[config.mk]
export PLATFORM = sky130hd
export DESIGN_NAME = sfu_writeback_flat
export DESIGN_NICKNAME = d
export VERILOG_FILES = /design/src/rtl/sfu_writeback_if.sv /design/src/rtl/sfu_writeback.sv /design/src/flat_wrapper.sv
export SDC_FILE = /design/constraint.sdc
export NUM_CORES = 1
export LEC_CHECK = 0
export ABC_CLOCK_PERIOD_IN_PS = 2100
export CAP_MARGIN = 40
export CORE_ASPECT_RATIO = 1.2
export CORE_UTILIZATION = 35
export DETAILED_ROUTE_END_ITERATION = 8
export PLACE_DENSITY = 0.7
export SLEW_MARGIN = 20
export SYNTH_ARGS = -nofsm -noshare
export SYNTH_HDL_FRONTEND = slang
export SYNTH_SLANG_ARGS = --single-unit
[constraint.sdc]
create_clock -name clk -period 2.1 [get_ports clk]
set_input_delay 0.21 -clock clk [delete_from_list [all_inputs] [get_ports clk]]
set_output_delay 0.21 -clock clk [all_outputs]
set_load 0.005 [all_outputs]
[src/rtl/sfu_writeback_if.sv]
`default_nettype none
// ============================================================================
// Module   : sfu_writeback_if
// Brief    : Output-SRAM write channel (valid/ready) between the SFU
//            writeback block and the output SRAM write port.
// Revision : 1.0  initial release
// ============================================================================
interface sfu_writeback_if #(
    parameter int ADDR_W = 11,
    parameter int DATA_W = 128
);
    logic              wen;
    logic              ready;
    logic [ADDR_W-1:0] addr;
    logic [DATA_W-1:0] data;

    // Writeback side drives the word, SRAM side returns ready
    modport master (output wen, addr, data, input ready);
    modport slave  (input wen, addr, data, output ready);
endinterface
`default_nettype wire

[src/rtl/sfu_writeback.sv]
`default_nettype none
// ============================================================================
// Module   : sfu_writeback
// Brief    : Drains the SFU accumulation bank one position at a time,
//            applies optional ReLU and writes each position as one packed
//            word to the output SRAM, then requests a bank clear.
// Revision : 1.0  initial release
// ============================================================================
module sfu_writeback #(
    parameter int NUM_CH  = 8,
    parameter int NUM_POS = 16,
    parameter int PSUM_BW = 16,
    parameter int ADDR_W  = 11
) (
    input  logic                         clk,
    input  logic                         reset,
    input  logic                         start,
    input  logic                         relu_en,
    input  logic [ADDR_W-1:0]            base_addr,
    output logic [$clog2(NUM_POS)-1:0]   bank_rd_idx,
    input  logic [NUM_CH*PSUM_BW-1:0]    bank_rd_data,
    output logic                         bank_clear,
    sfu_writeback_if.master              sram,
    output logic                         busy,
    output logic                         done
);
    localparam int c_POS_W  = $clog2(NUM_POS);
    localparam int c_DATA_W = NUM_CH * PSUM_BW;
    localparam logic [c_POS_W-1:0] c_LAST_POS = c_POS_W'(NUM_POS - 1);

    localparam logic [1:0] c_S_IDLE   = 2'd0;
    localparam logic [1:0] c_S_READ   = 2'd1;
    localparam logic [1:0] c_S_FLUSH  = 2'd2;
    localparam logic [1:0] c_S_FINISH = 2'd3;

    logic [1:0]          r_state;
    logic [1:0]          w_next_state;
    logic [c_POS_W-1:0]  r_pos;
    logic                r_relu;
    logic [ADDR_W-1:0]   r_base;
    logic                r_valid;
    logic [ADDR_W-1:0]   r_addr;
    logic [c_DATA_W-1:0] r_data;
    logic [c_DATA_W-1:0] w_relu_data;
    logic                w_accept;
    logic                w_load;

    // The output stage can take a new word when empty or when its word leaves
    assign w_accept = r_valid && sram.ready;
    assign w_load   = (r_state == c_S_READ) && (!r_valid || sram.ready);

    // Per-channel ReLU: a set sign bit forces the psum to zero
    for (genvar g = 0; g < NUM_CH; g++) begin : g_relu
        assign w_relu_data[PSUM_BW*g +: PSUM_BW] =
            (r_relu && bank_rd_data[PSUM_BW*g + PSUM_BW - 1]) ? '0
                                                              : bank_rd_data[PSUM_BW*g +: PSUM_BW];
    end

    assign sram.wen  = r_valid;
    assign sram.addr = r_addr;
    assign sram.data = r_data;

    // State register
    always_ff @(posedge clk) begin
        if (reset) begin
            r_state <= c_S_IDLE;
        end else begin
            r_state <= w_next_state;
        end
    end

    // Next-state logic; start outside IDLE is dropped, not queued
    always_comb begin
        w_next_state = r_state;
        case (r_state)
            c_S_IDLE:   if (start) w_next_state = c_S_READ;
            c_S_READ:   if (w_load && (r_pos == c_LAST_POS)) w_next_state = c_S_FLUSH;
            c_S_FLUSH:  if (w_accept) w_next_state = c_S_FINISH;
            c_S_FINISH: w_next_state = c_S_IDLE;
            default:    w_next_state = c_S_IDLE;
        endcase
    end

    // Status outputs; the bank index is parked at 0 outside READ
    always_comb begin
        busy        = (r_state != c_S_IDLE);
        done        = (r_state == c_S_FINISH);
        bank_clear  = (r_state == c_S_FINISH);
        bank_rd_idx = (r_state == c_S_READ) ? r_pos : '0;
    end

    // Datapath: drain configuration, position counter and the output stage
    always_ff @(posedge clk) begin
        if (reset) begin
            r_pos   <= '0;
            r_relu  <= 1'b0;
            r_base  <= '0;
            r_valid <= 1'b0;
            r_addr  <= '0;
            r_data  <= '0;
        end else if ((r_state == c_S_IDLE) && start) begin
            r_pos   <= '0;
            r_relu  <= relu_en;
            r_base  <= base_addr;
            r_valid <= 1'b0;
            r_addr  <= '0;
            r_data  <= '0;
        end else if (w_load) begin
            r_valid <= 1'b1;
            r_addr  <= r_base + ADDR_W'(r_pos);
            r_data  <= w_relu_data;
            r_pos   <= r_pos + 1'b1;
        end else if ((r_state == c_S_FLUSH) && w_accept) begin
            r_valid <= 1'b0;
        end
    end
endmodule
`default_nettype wire

[src/flat_wrapper.sv]
// flat-port wrapper written by rule: the top's interface ports become plain ports
module sfu_writeback_flat 
#(
    parameter int NUM_CH  = 8,
    parameter int NUM_POS = 16,
    parameter int PSUM_BW = 16,
    parameter int ADDR_W  = 11
)
  (clk, reset, start, relu_en, base_addr, bank_rd_idx, bank_rd_data, bank_clear, busy, done, sram_wen, sram_addr, sram_data, sram_ready);
  sfu_writeback_if #(.ADDR_W(ADDR_W)) sram_i ();
  input  logic clk;
  input  logic reset;
  input  logic start;
  input  logic relu_en;
  input  logic [ADDR_W-1:0] base_addr;
  output logic [$clog2(NUM_POS)-1:0] bank_rd_idx;
  input  logic [NUM_CH*PSUM_BW-1:0] bank_rd_data;
  output logic bank_clear;
  output logic busy;
  output logic done;
  output wire logic [$bits(sram_i.wen)-1:0] sram_wen;
  output wire logic [$bits(sram_i.addr)-1:0] sram_addr;
  output wire logic [$bits(sram_i.data)-1:0] sram_data;
  input wire logic [$bits(sram_i.ready)-1:0] sram_ready;
  assign sram_wen = sram_i.wen;
  assign sram_addr = sram_i.addr;
  assign sram_data = sram_i.data;
  assign sram_i.ready = sram_ready;
  sfu_writeback #(.NUM_CH(NUM_CH), .NUM_POS(NUM_POS), .PSUM_BW(PSUM_BW), .ADDR_W(ADDR_W)) u_core (.clk(clk), .reset(reset), .start(start), .relu_en(relu_en), .base_addr(base_addr), .bank_rd_idx(bank_rd_idx), .bank_rd_data(bank_rd_data), .bank_clear(bank_clear), .sram(sram_i), .busy(busy), .done(done));
endmodule
==> results by group, run 1 <==
Clocking
  • Clock buffer depth: 2
  • Worst-path clk slew: approximately 0.060 ns
  • TritonCTS Buffers: 17
  • Clock root buffer: clkbuf_16
  • CTS tree: built
  • Depth of the CTS H-tree: 4
  • Cts hold-fix bufs: 0
  • Skew-Pair Late Insertion Delay: around 0.42 ns
  • Clk sinks: about 160

Critical path
  • WP data required: 1.89 ns
  • CP cell instances: inv_1 > ha_4 > and2_1 > clkdlybuf4s50_1
  • Slowest CP cell: clkdlybuf4s50_1
  • CP arrival: between 1.5 and 2 ns
  • Crit path kind: flip-flop to primary output
  • Worst setup EP type: primary output
  • Max incr delay on CP: approximately 0.50 ns
  • CP Launch Type: flip-flop
  • Crit-path max FO: 9

Status
  • Status: complete, no violations

Global routing
  • Global Route met2 Usage: a little over a third
  • Remaining Overflow, GRT: 0
  • Met1 global-route usage: 24.7%
  • First-pass GRT wire length: 29700 um
  • Global router's overall resource usage: 21.1%
  • Initial antenna violation count: 0
  • Largest net degree at the start of global routing: 78
  • Busiest grt layer: met2
  • Vias in the first global route: roughly 5700
  • Met3 global-route usage: 5.12%

Floorplan
  • Die X: between 100 and 150 um
  • Die height: 147 um
  • Core area: about 0.017 mm2
  • I/O Pins: between 200 and 300
  • Initial Utilization: a little over a third
  • Row Count: 52
  • Die ar.: roughly 0.018 mm2

Yosys
  • Register area share after synthesis: slightly above 50%
  • Synth Flop Type: dfxtp_1
  • Unique cell type count in the Yosys netlist: 31
  • Post-synthesis average cell area: about 8.2 um2
  • Top post-synthesis cells by area: dfxtp_1, a21oi_1, nand2_1
  • Cell taking the most area after synthesis: dfxtp_1
  • Cells after synthesis: ~750
  • Most numerous cell in the Yosys netlist: nand2_1
  • Yosys warns: 0
  • Fraction of registers with async set/reset: 0%
  • Post-synth top cells: nand2_1, dfxtp_1, a21oi_1
  • Top cell type's share of synthesized area: 51.5%
  • Post-synth EDFFs: 0
  • Post-synth net total: about 900
  • Synth Cell Area: a little over 0.006 mm2
  • Flops & latches, synth: between 150 and 200

Detailed routing
  • # DRC: 0
  • Detailed Route Iter0 Violations: 340
  • WL final: 19300 um
  • Antenna viol nets, final: 0
  • Wirelength per Cell: between 15 and 20 um
  • Via count: between 6000 and 7000
  • Pre-antenna DRT Iters: 4
  • Via/cell ratio: 4.94

Placement
  • DP Cell Count: around 1200
  • Half-perimeter wire length after placement: about 13000 um
  • Post-DP Area: a little over 0.009 mm2
  • GPL Wtd Cong: 0.767
  • Place WS: around 0.26 ns
  • PortBufs: 290

Timing
  • Slew @ Worst Pin: between 0.5 and 0.6 ns
  • Final Slew Violations: 0
  • Hold Vio Cnt, Final: 0
  • Max-slew headroom: between 60% and 70%
  • Setup violators final: 0
  • Clock Skew: around 0.011 ns
  • Fin Setup TNS: 0 ns
  • Final WS setup: 0.0932 ns
  • RSZ-0062 raised after global routing: false
  • F_max: around 500 MHz
  • Crit share post-route: a little over nine tenths
  • Min cycle time layout: approximately 2 ns

Finish
  • Layout Cells excl Fill: approximately 1200
  • Sequential Area: ~0.0032 mm2
  • Nets: 1164
  • Area of the multi-input gates: around 0.0026 mm2
  • Number of fillers in the final layout: 1537
  • Layout cells sized above 1: 5.00%
  • Area delta synth->final: 59.3%
  • Antenna cells: 0
  • Post-route cell area: a little under 0.01 mm2

Power and ir drop
  • P_leak: between 3 and 4 nW
  • VDD IR-drop max: approximately 0.74 mV
  • PD cells: about 1100 mW/mm2
  • Final Power: roughly 11 mW

Job
  • Max Cap Viol: 0

Worst hold path
  • Hold WC Path Type: input pin to flip-flop
## layout make-up
cell class                      instances  area share [%]
Inverter                                5           0.192
Sequential cell                       158            32.4
Multi-Input combinational cell        524            26.9
Timing Repair Buffer                  303            31.4
Clock buffer                           21            4.71
Clock inverter                         10            1.64
Tap cell                              216            2.76
## cells by family (layout without fill, tap and decap cells)
logic type	count (synthesis)	in the layout	share of synthesized area, %
muxes	1	1	0.163
and+or+nand+nor	335	335	24.2
adders and majority gates	11	11	2.36
buffers and inverters	66	339	6.05
DFF	158	158	51.5
xor gates and xnor gates	11	11	1.57
AOI/OAI and AO/OA	166	166	14.1
## worst max-delay path: cells and delay by family, from the launching register on
kind          cells  cell delay, ns
simple gates      1            0.17
fa+ha+maj         1            0.21
flops             1            0.34
buf+inv           2            0.65
## repair_timing
item / 4_1_cts / 5_1_grt
hold endpoints to repair: 0 / 0
buffers inserted: 0 / 0
gates resized for setup: 1 / 2
endpoints found under the setup margin: 4 / 4
## final timing paths
check / depth (start not counted) / start / slack (ns) / to
max: 4 / u_core.r_state[1] / 0.09 / bank_rd_idx[1]
min: 3 / relu_en / 0.33 / u_core.r_relu
max reg2reg: 7 / u_core.r_pos[0] / 0.32 / u_core.sram.addr[6]
min reg2reg: 2 / u_core.sram.data[108] / 0.45 / u_core.sram.data[108]
## per-stage QoR
step / utilization (%) / hold slack (ns)
after CTS: 57.5 / 0.314
after global placement: 53.9 / 0.437
after floorplan: - / 0.279
final: 57.6 / 0.335
after detailed placement: 53.9 / 0.442
after global routing: 57.6 / 0.341
## placed cells by master, fill, tap and decap left out, drive strengths merged, types with 4 or more instances in the layout
cell type and instances:
nand3 125, inv 6, buf 13, clkbuf 21
nand2 178, dfxtp 158, ha 10, and2 6
xor2 8, nand3b 8, clkinv 4, clkdlybuf4s50 290
o21ai 7, bufinv 4, nor2 11, a21oi 152
## registers in the layout, summed over array words and instances, names as in the netlist
| signal | cells |
|---|---|
| u_core.sram.data | 128 |
| u_core.r_state | 2 |
| u_core.sram.addr | 11 |
| u_core.r_relu | 1 |
| u_core.r_pos | 4 |
| u_core.r_base | 11 |
| u_core.sram.wen | 1 |
## report_power, final
group	leakage [nW]	internal, mW	switching (mW)
logic	1.81	1.74	1.98
registers	1.28	3.50	0.298
clock network	0.303	2.05	1.21
## routing by layer
layer  part of all wire (%)  up-vias
li1                       -     3059
met1                     40     2793
met3                    6.7       46
met5                      0        -
met4                    3.8        0
met2                     49      216
(Power assumes the default switching activity.)
==> run 2, diff against run 1 <==
--- a/config.mk
+++ b/config.mk
@@ -8,9 +8,9 @@
 export ABC_CLOCK_PERIOD_IN_PS = 2100
 export CAP_MARGIN = 40
 export CORE_ASPECT_RATIO = 1.2
-export CORE_UTILIZATION = 35
+export CORE_UTILIZATION = 41
 export DETAILED_ROUTE_END_ITERATION = 8
-export PLACE_DENSITY = 0.7
+export PLACE_DENSITY = 0.8
 export SLEW_MARGIN = 20
 export SYNTH_ARGS = -nofsm -noshare
 export SYNTH_HDL_FRONTEND = slang
==> results by group, run 2 (synthesis gave the netlist of run 1 again) <==
Critical path
  • WP data required: 1.89 ns (about the same)
  • FF-to-FF End: u_core.sram.addr[6] (unchanged)
  • RR Startpoint: u_core.r_pos[0] (unchanged)
  • Worst setup EP type: primary output (unchanged)
  • CP arrival: 1.81 ns (was 1.80 ns)
  • Worst r2r path cells: 7 (unchanged)
  • Crit path kind: flip-flop to primary output (unchanged)
  • Crit-path max FO: 4 (was 9)
  • CP Launch Type: flip-flop (unchanged)
  • Critical path launch point: u_core.r_state[0] (was u_core.r_state[1])
  • Reg-to-reg slack, setup: 0.29 ns (was 0.32 ns)

Finish
  • Post-route cell area: 0.00979 mm2 (was 0.00978 mm2)
  • Layout cells sized above 1: 4.98% (was 5.00%)
  • Area delta synth->final: 59.6% (was 59.3%)
  • Number of fillers in the final layout: 1192 (was 1537)
  • Antenna cells: 0 (unchanged)
  • Commonest non-fill, non-tap cells in the layout: clkdlybuf4s50_1, nand2_1, dfxtp_1, a21oi_1, nand3_1 (unchanged)
  • Nets: 1166 (was 1164)
  • Max reg flops: 128 (unchanged)
  • Area of the multi-input gates: 0.00263 mm2 (unchanged)
  • Sequential Area: 0.00316 mm2 (about the same)
  • Final Core Density: 67.7% (was 57.6%)
  • Commonest non-fill, non-tap cell in the layout: clkdlybuf4s50_1 (unchanged)

Timing
  • Min cycle time layout: 2.02 ns (was 2.01 ns)
  • Slew @ Worst Pin: 0.537 ns (was 0.591 ns)
  • Final Slew Violations: 0 (unchanged)
  • Max-slew headroom: 64.1% (was 60.5%)
  • F_max: 496 MHz (was 498 MHz)
  • Crit share post-route: 96.0% (was 95.6%)
  • Setup violators final: 0 (unchanged)
  • Worst hold slack: 0.344 ns (was 0.335 ns)
  • Hold Vio Cnt, Final: 0 (unchanged)
  • Clock Skew: 0.0155 ns (was 0.0110 ns)

Clocking
  • TritonCTS Buffers: 17 (unchanged)
  • Worst-path clk slew: 0.06 ns (about the same)
  • CTS tree: built (unchanged)
  • Clock root buffer: clkbuf_16 (unchanged)
  • Clock buffer depth: 2 (unchanged)
  • Skew-Pair Late Insertion Delay: 0.42 ns (about the same)
  • Cts hold-fix bufs: 0 (unchanged)
  • Clk sinks: 158 (unchanged)
  • Setup Fix Bufs, Post-CTS: 0 (unchanged)
  • Depth of the CTS H-tree: 4 (unchanged)

Floorplan
  • Die X: 114 um (was 123 um)
  • Core area: 0.0145 mm2 (was 0.0170 mm2)
  • Initial Utilization: 42.4% (was 36.1%)
  • Die height: 136 um (was 147 um)
  • Die ar.: 0.0155 mm2 (was 0.0181 mm2)
  • I/O Pins: 291 (unchanged)
  • Row Count: 48 (was 52)

Worst hold path
  • Hold WC Path Type: input pin to flip-flop (unchanged)
  • Min-delay src: base_addr[5] (was relu_en)
  • Hold Path Stages: 3 (unchanged)
  • Hold path endpoint: u_core.r_base[5] (was u_core.r_relu)

Global routing
  • Initial antenna violation count: 0 (unchanged)
  • Remaining Overflow, GRT: 0 (unchanged)
  • Global router's overall resource usage: 24.1% (was 21.1%)
  • Vias in the first global route: 5576 (was 5747)
  • Largest net degree at the start of global routing: 75 (was 78)
  • First-pass GRT wire length: 28900 um (was 29700 um)

Placement
  • GPL Wtd Cong: 0.810 (was 0.767)
  • PortBufs: 290 (unchanged)
  • Half-perimeter wire length after placement: 13500 um (was 13200 um)
  • Post-DP Area: 0.00915 mm2 (about the same)

Detailed routing
  • Pre-antenna DRT Iters: 5 (was 4)
  • Via/cell ratio: 5.07 (was 4.94)
  • Via count: 6200 (was 6114)
  • WL final: 19400 um (was 19300 um)
  • Detailed Route Iter0 Violations: 472 (was 340)
  • # DRC: 0 (unchanged)
  • Wirelength per Cell: 15.8 um (was 15.6 um)
  • Antenna viol nets, final: 0 (unchanged)

Power and ir drop
  • VDD IR-drop max: 0.681 mV (was 0.736 mV)
  • PD cells: 1110 mW/mm2 (was 1100 mW/mm2)
  • P_leak: 3.41 nW (was 3.39 nW)

Job
  • Max Cap Viol: 0 (unchanged)

Status
  • Status: complete, no violations (unchanged)
[run 2: final cells by class]
| cell class | instances | area share, % |
|---|---|---|
| Sequential cell | 158 | 32.3 |
| Timing Repair Buffer | 305 | 31.7 |
| Multi-Input combinational cell | 524 | 26.9 |
| Clock buffer | 23 | 4.78 |
| Tap cell | 200 | 2.56 |
| Clock inverter | 9 | 1.62 |
| Inverter | 5 | 0.192 |
[run 2: worst max path at each step]
| stage | to | slack [ns] | cells after the start |
|---|---|---|---|
| after floorplan | u_core.sram.addr[6] | 0.54 | 7 |
| after detailed placement | u_core.sram.data[106] | 0.27 | 7 |
| final | busy | 0.08 | 4 |
| after global routing | busy | -0.01 | 4 |
| after CTS | bank_rd_idx[3] | 0.04 | 4 |
| after global placement | u_core.sram.addr[6] | 0.32 | 7 |
[run 2: critical path, stage by stage (launching register included)]
cell	delay (ns)
dfxtp_1	0.43
inv_1	0.12
ha_1	0.25
inv_1	0.09
clkdlybuf4s50_1	0.51
[run 2: repair_timing]
item	CTS	global route
endpoints found under the hold margin	0	0
resized for setup	1	1
endpoints found under the setup margin	4	3
[run 2: per-stage QoR]
stage / setup TNS [ns] / power, mW / setup WS, ns / instances
after floorplan: 0 / 5.94 / 0.545 / 748
after global placement: 0 / 7.55 / 0.325 / 1192
after detailed placement: 0 / 7.61 / 0.269 / 1192
after CTS: 0 / 10.9 / 0.0395 / 1224
after global routing: -0.0116 / 11.4 / -0.0116 / 1224
final: 0 / 10.8 / 0.0846 / 1224
[run 2: power breakdown]
group          total, mW  internal [mW]  switching, mW
clock network       3.26           2.06           1.20
registers           3.80           3.50          0.296
logic               3.78           1.79           2.00
total               10.8           7.35           3.49
[run 2: metal layers]
layer	share of wire, %	track usage (%)
met5	0	0
met4	2.9	10.8
met3	6.5	6.20
met2	51	42.6
met1	40	27.1
